--- src/rtl/instr_prefetch_buffer.sv ---
`timescale 1ns/1ps
// Instruction prefetch buffer: keeps at most one fetch outstanding and queues
// returned words with their PCs in a two-entry FIFO. Redirects flush and refetch.
module instr_prefetch_buffer #(
    parameter logic [31:0] RESET_PC = 32'h0000_0000,
    parameter int          DEPTH    = 2
) (
    input  logic        clk,
    input  logic        rst,
    output logic        imem_req,
    output logic [31:0] imem_addr,
    input  logic        imem_rvalid,
    input  logic [31:0] imem_rdata,
    input  logic        redirect,
    input  logic [31:0] redirect_pc,
    output logic        instr_valid,
    output logic [31:0] instr,
    output logic [31:0] instr_pc,
    output logic [31:0] instr_pc4,
    input  logic        instr_ready
);

    localparam logic [1:0] FULL = 2'(DEPTH);

    typedef enum logic [1:0] {IDLE, WAIT, DROP} state_t;

    typedef struct packed {
        logic [31:0] word;
        logic [31:0] pc;
    } entry_t;

    state_t      state, state_nxt;
    logic [31:0] fetch_pc;
    logic [31:0] req_pc;
    entry_t      fifo_mem [2];
    logic        rd_ptr, wr_ptr;
    logic [1:0]  count;
    logic        issue, push, pop;
    logic        unused_redirect_lsbs;

    assign unused_redirect_lsbs = ^redirect_pc[1:0];

    assign pop = (count != 2'd0) && instr_ready && !redirect;

    // NOTE: every output of this block gets a default first, so no latch is inferred.
    always_comb begin
        state_nxt = state;
        issue     = 1'b0;
        push      = 1'b0;
        unique case (state)
            IDLE: begin
                if (!redirect && count != FULL) begin
                    issue     = 1'b1;
                    state_nxt = WAIT;
                end
            end
            WAIT: begin
                if (imem_rvalid) begin
                    state_nxt = IDLE;
                    if (!redirect) begin
                        push = 1'b1;
                        // Chain the next fetch only if the FIFO still has a free slot after this push/pop
                        if (count == 2'd0 || (count == 2'd1 && pop)) begin
                            issue     = 1'b1;
                            state_nxt = WAIT;
                        end
                    end
                end else if (redirect) begin
                    state_nxt = DROP;
                end
            end
            DROP: begin
                if (imem_rvalid) state_nxt = IDLE;
            end
            default: state_nxt = IDLE;
        endcase
    end

    // NOTE: sequential state uses non-blocking assignments so all registers update from pre-edge values.
    always_ff @(posedge clk or posedge rst) begin
        if (rst) begin
            state    <= IDLE;
            fetch_pc <= RESET_PC;
            req_pc   <= RESET_PC;
            rd_ptr   <= 1'b0;
            wr_ptr   <= 1'b0;
            count    <= 2'd0;
        end else begin
            state <= state_nxt;
            if (issue) req_pc <= fetch_pc;
            if (redirect) begin
                fetch_pc <= {redirect_pc[31:2], 2'b00};
                rd_ptr   <= 1'b0;
                wr_ptr   <= 1'b0;
                count    <= 2'd0;
            end else begin
                if (issue) fetch_pc <= fetch_pc + 32'd4;
                if (push)  wr_ptr   <= ~wr_ptr;
                if (pop)   rd_ptr   <= ~rd_ptr;
                count <= count + {1'b0, push} - {1'b0, pop};
            end
        end
    end

    // NOTE: FIFO storage is not reset; its contents are only visible through instr_valid masking.
    always_ff @(posedge clk) begin
        if (push) fifo_mem[wr_ptr] <= '{word: imem_rdata, pc: req_pc};
    end

    assign imem_req    = issue && !rst;
    assign imem_addr   = fetch_pc;
    assign instr_valid = (count != 2'd0);

    always_comb begin
        instr     = '0;
        instr_pc  = '0;
        instr_pc4 = '0;
        if (instr_valid) begin
            instr     = fifo_mem[rd_ptr].word;
            instr_pc  = fifo_mem[rd_ptr].pc;
            instr_pc4 = fifo_mem[rd_ptr].pc + 32'd4;
        end
    end

endmodule
--- config.mk ---
export PLATFORM = sky130hd
export DESIGN_NAME = instr_prefetch_buffer
export DESIGN_NICKNAME = d
export VERILOG_FILES = /design/src/rtl/instr_prefetch_buffer.sv
export SDC_FILE = /design/constraint.sdc
export NUM_CORES = 1
export LEC_CHECK = 0
export CORE_AREA = 4 4 134 162
export DETAILED_ROUTE_END_ITERATION = 7
export DIE_AREA = 0 0 138 166
export PLACE_DENSITY = 0.72
export SLEW_MARGIN = 20
export SYNTH_ARGS = -nofsm -noshare
export SYNTH_HDL_FRONTEND = slang
export SYNTH_SLANG_ARGS = --single-unit
--- constraint.sdc ---
create_clock -name clk -period 4.5 [get_ports clk]
set_clock_uncertainty 0.05 [all_clocks]
set_input_delay 0.9 -clock clk [delete_from_list [all_inputs] [get_ports clk]]
set_output_delay 0.9 -clock clk [all_outputs]
set_load 0.01 [all_outputs]
---- After elaboration in Yosys (flattened, before gate mapping) ----
Memory sizes are Yosys's and may differ from the RTL's.
Cells that the tools add are included.
W data, S select, Z words.
word-level totals
  flip-flop bits (word level) ............. 70
  bits in writable memories ............... 128
  bits of input ports ..................... 69
  memories ................................ 1
memories
  name      words  width  read ports  clocked after Yosys merged registers in  wr ports  line  RTL
  fifo_mem  2      64     1           0                                        1         35    entry_t fifo_mem [2];
cells by class
  add/sub/neg operators ................... 4
  equality and inequality tests ........... 7
  mux-type cells .......................... 27
  bitwise gates (word level) .............. 2
  reductions and logical operators ........ 15
operator list
  cell                     count
  $mux W32                 5
  $add A32 B3 Y32 const B  2
  $mux W1                  15
  $mux W2                  5
  $reduce_bool A2 Y1       4
  $ne A2 B2 Y1 const B     3
  $pmux W2 S3              1
  $logic_and A1 B1 Y1      5
  $eq A2 B1 Y1 const B     2
  $logic_not A2 Y1         2
  $ne A3 B3 Y1 const B     1
  $reduce_and A3 Y1        1
  $add A2 B1 Y2            1
  $eq A2 B2 Y1 const B     1
  $logic_not A1 Y1         2
  $not A1 Y1               2
  $pmux W1 S2              1
  $sub A2 B1 Y2            1
  $logic_or A1 B1 Y1       1

---- Longest topological paths before layout ----
  depth in word-level cells ............... 11
  depth in mapped cells ................... 11
  mapped depth without buffers ............ 9

---- Worst setup path after synthesis ----
Ideal clock, no wire load.
  kind .................................... input port to flip-flop
  from .................................... in redirect
  to ...................................... mem fifo_mem[0][10] (netlist name), enable pin
  library setup time ...................... 0.482 ns
  data arrival time ....................... 4.105 ns
  data required time ...................... 3.968 ns
  slack ................................... -0.137 ns
  cell stages on the path ................. 3
  path buffers ............................ 1
  path through ............................ clkbuf_1 or3_1 nor2_1
on the way
  cells in the longest elaborated chain, start to end .. 5
RTL lines
  what                           line  RTL
  start, declared                14    input logic redirect,
  $mux W1                        60    if (!redirect) begin
  $mux W1                        58    if (imem_rvalid) begin
  $mux W1                        50    unique case (state)
  $mux W1                        107   if (push) fifo_mem[wr_ptr] <= '{word: imem_rdata, pc: req_pc};
  $mux W1 (not written as such)  107
  end, declared                  35
No other way between the ends.

---- Worst setup path in the final report ----
  from .................................... reg rd_ptr
  to ...................................... out instr_pc4[22]
on the way
  cells in the longest elaborated chain, start to end .. 3
RTL lines
  what                    line  RTL
  start, declared         36    logic rd_ptr, wr_ptr;
  start signal, assigned  99    if (pop) rd_ptr <= ~rd_ptr;
  $mem_v2 Z2 W64          n/a
  $add A32 B3 Y32         121   instr_pc4 = fifo_mem[rd_ptr].pc + 32'd4;
  $mux W32                118   if (instr_valid) begin
  end, declared           19    output logic [31:0] instr_pc4,
No other way between the ends.

==> results.sh <==
export IMPL_async_reset_ff_frac=0.347
export IMPL_antennaDiodeCount=0
export IMPL_use_met3=0.0377
export IMPL_grt_overflow_total=0
export IMPL_postCtsHoldBufs=0
export IMPL_drive_above_1_share=0.116
export IMPL_worstPathMaxFanout=5
export IMPL_h_tree_depth=4
export IMPL_die_w_um=138
export IMPL_wire_per_inst_um=17.5
export IMPL_drt_pass1_iter_count=4
export IMPL_die_area_um2=22900
export IMPL_place_area_um2=11200
export IMPL_ys_seq_area_frac=0.600
export IMPL_cts_resized=0
export IMPL_crit_required_ps=3550
export IMPL_pwr_density_cell_nw_per_um2=390
export IMPL_cap_violations=0
export IMPL_reg2reg_setup_slack_ps=2020
export IMPL_postCtsSetupBuffers=0
export IMPL_max_freq_mhz=232
export IMPL_initial_core_util=0.446
export IMPL_drtIter0Drc=356
export IMPL_clkTransAtPathRegs_ps=70
export IMPL_busiest_layer="met2"
export IMPL_yosysUniqueCellTypes=64
export IMPL_drc=0
export IMPL_netlist_area_um2=8960
export IMPL_coreArea_um2=20100
export IMPL_endpoint_kind="primary output"
export IMPL_syn_to_final_growth_pct=31.4
export IMPL_fin_crit_sh=0.958
export IMPL_die_h_um=166
export IMPL_ios=199
export IMPL_synth_area_mux_share=0.116
export IMPL_gr_usage_met2=0.307
export IMPL_synth_adder_area_share=0.00558
export IMPL_rows=57
export IMPL_drtAntennaViolNets=0
export IMPL_avgSynthCellArea_um2=12.3
export IMPL_synth_top_family_by_area="simple AND/OR/NAND/NOR gates"
export IMPL_dp_hpwl_um=15300
export IMPL_rsz0062_at_grt="false"
export IMPL_hold_violations=0
export IMPL_yosysWarnings=0
export IMPL_cts_tree="yes"
export IMPL_drv_slew=0
export IMPL_crit_arrival_ps=3360
export IMPL_leakage_nw=4.17
export IMPL_fillers=1655
export IMPL_synth_compound_area_share=0.0600
export IMPL_vias_per_cell=5.27
export IMPL_grt_max_degree=81
export IMPL_cts_inserted_buffers=17
export IMPL_place_ws_ps=604
export IMPL_synth_edf_count=124
export IMPL_antenna_found_initial=0
export IMPL_netlist_instances=730
export IMPL_port_buffers=190
export IMPL_finalNetCount=995
export IMPL_totalWireLength_um=21000
export IMPL_cts_sinks=190
export IMPL_grt_pass1_vias=6383
export IMPL_layout_min_cycle_time_ps=4310
export IMPL_synthXorXnorAreaFrac=0.0283
export IMPL_critical_path_class="flip-flop to primary output"
export IMPL_hp_class="flip-flop to flip-flop"
export IMPL_synth_simple_area_share=0.160
export IMPL_worst_slack_ps=189
export IMPL_insertion_delay_ps=430
export IMPL_cts_root_buf="clkbuf_16"
export IMPL_start_kind="flip-flop"
export IMPL_finalSetupViolations=0
export IMPL_irDropWorstVdd_uv=320
export IMPL_tightest_slew_ps=847
export IMPL_grt_pass1_wl_um=33700
export IMPL_dr_total_vias=6326
export IMPL_max_slew_margin=0.434
export IMPL_status="completed"
export IMPL_grt_met1_usage=0.237
export IMPL_synth_ff_type="edfxtp_1"
export IMPL_grt_usage=0.184
export IMPL_fin_area_um2=11800
export IMPL_cts_max_path_buffers=2
export IMPL_yosys_register_bits=190
export IMPL_gp_congestion=0.836
## layout make-up
type	instances	area [um2]	area share
sequential	190	5380	0.457
multi-input combinational	494	3360	0.285
timing repair buffer	208	2070	0.176
clock buffer	22	469	0.0398
tap	265	332	0.0281
clock inverter	10	126	0.0107
inverter	11	41.3	0.00350
## logic make-up (layout without fill, tap and decap cells)
| family | Yosys count | after routing |
|---|---|---|
| fa+ha+maj | 4 | 4 |
| xor+xnor | 29 | 29 |
| simple gates | 278 | 278 |
| buf+inv | 51 | 251 |
| flops | 190 | 190 |
| compound gates | 78 | 78 |
| mux | 99 | 99 |
| other cells | 1 | 6 |
## per-layer routing
| metal | up-vias | part of all wire |
|---|---|---|
| met1 | 3049 | 0.45 |
| met2 | 179 | 0.49 |
| li1 | 3069 | - |
| met3 | 29 | 0.039 |
| met4 | 0 | 0.024 |
| met5 | - | 0 |
## power by group
group / internal, W / leakage (nW) / switching (W)
Clock: 0.000867 / 0.298 / 0.000645
Sequential: 0.00205 / 1.91 / 0.000137
Combinational: 0.000462 / 1.96 / 0.000438
## cell usage after synthesis (10+ instances only)
cell type	number	area share
dfrtp_1	66	0.18
clkbuf_1	16	0.0067
inv_1	11	0.0046
edfxtp_1	124	0.42
mux2_2	34	0.043
o31ai_1	10	0.0084
o21ai_0	31	0.017
a31oi_1	12	0.0084
nor2_1	101	0.042
nand2_1	51	0.021
mux2i_1	62	0.069
xnor2_1	11	0.011
nand4_1	20	0.014
nand3_1	28	0.016
xor2_1	18	0.018
and3_1	10	0.0070
## cells in the final DEF (no fill, tap or decap), drive strengths merged, types with 22 or more instances in the layout
cell type	synthesis	routed
o21ai	32	32
mux2i	63	63
nor2	101	101
nand2	52	52
clkdlybuf4s50	0	190
edfxtp	124	124
dfrtp	66	66
clkbuf	16	22
nand4	24	24
mux2	36	36
nand3	29	29
## through the flow
step | setup TNS [ps] | util | cells | hold slack (ps) | total power (W)
after floorplan | -16980 | - | 735 | 387 | 0.00268
after global placement | 0 | 0.556 | 1168 | 394 | 0.00310
after detailed placement | 0 | 0.556 | 1168 | 403 | 0.00313
after CTS | 0 | 0.586 | 1200 | 418 | 0.00464
after global routing | 0 | 0.586 | 1200 | 440 | 0.00482
final | 0 | 0.586 | 1200 | 416 | 0.00460
## flip-flops by register name, indices dropped and copies added (netlist names)
name,count
fifo_mem,124
state,2
imem_addr,30
wr_ptr,1
rd_ptr,1
count,2
req_pc,30
## final timing paths
path,endpoint,startpoint,cells past startpoint
setup reg to reg,imem_addr[31],count[0],6
hold / removal,fifo_mem[0][27],req_pc[27],0
hold reg to reg,fifo_mem[0][27],req_pc[27],0
min in group asynchronous,req_pc[2],rst,2
max in group asynchronous,req_pc[25],rst,3
setup / recovery,instr_pc4[22],rd_ptr,9
## critical path, cell delays in order, from the launching register on
cell and delay, ps:
dfrtp_4 510, mux2i_1 210, inv_1 90, ha_1 160, inv_1 90, nor4_1 410
nand4_1 320, nor3_1 300, mux2_2 360, clkdlybuf4s50_1 480
(Power assumes the default switching activity.)
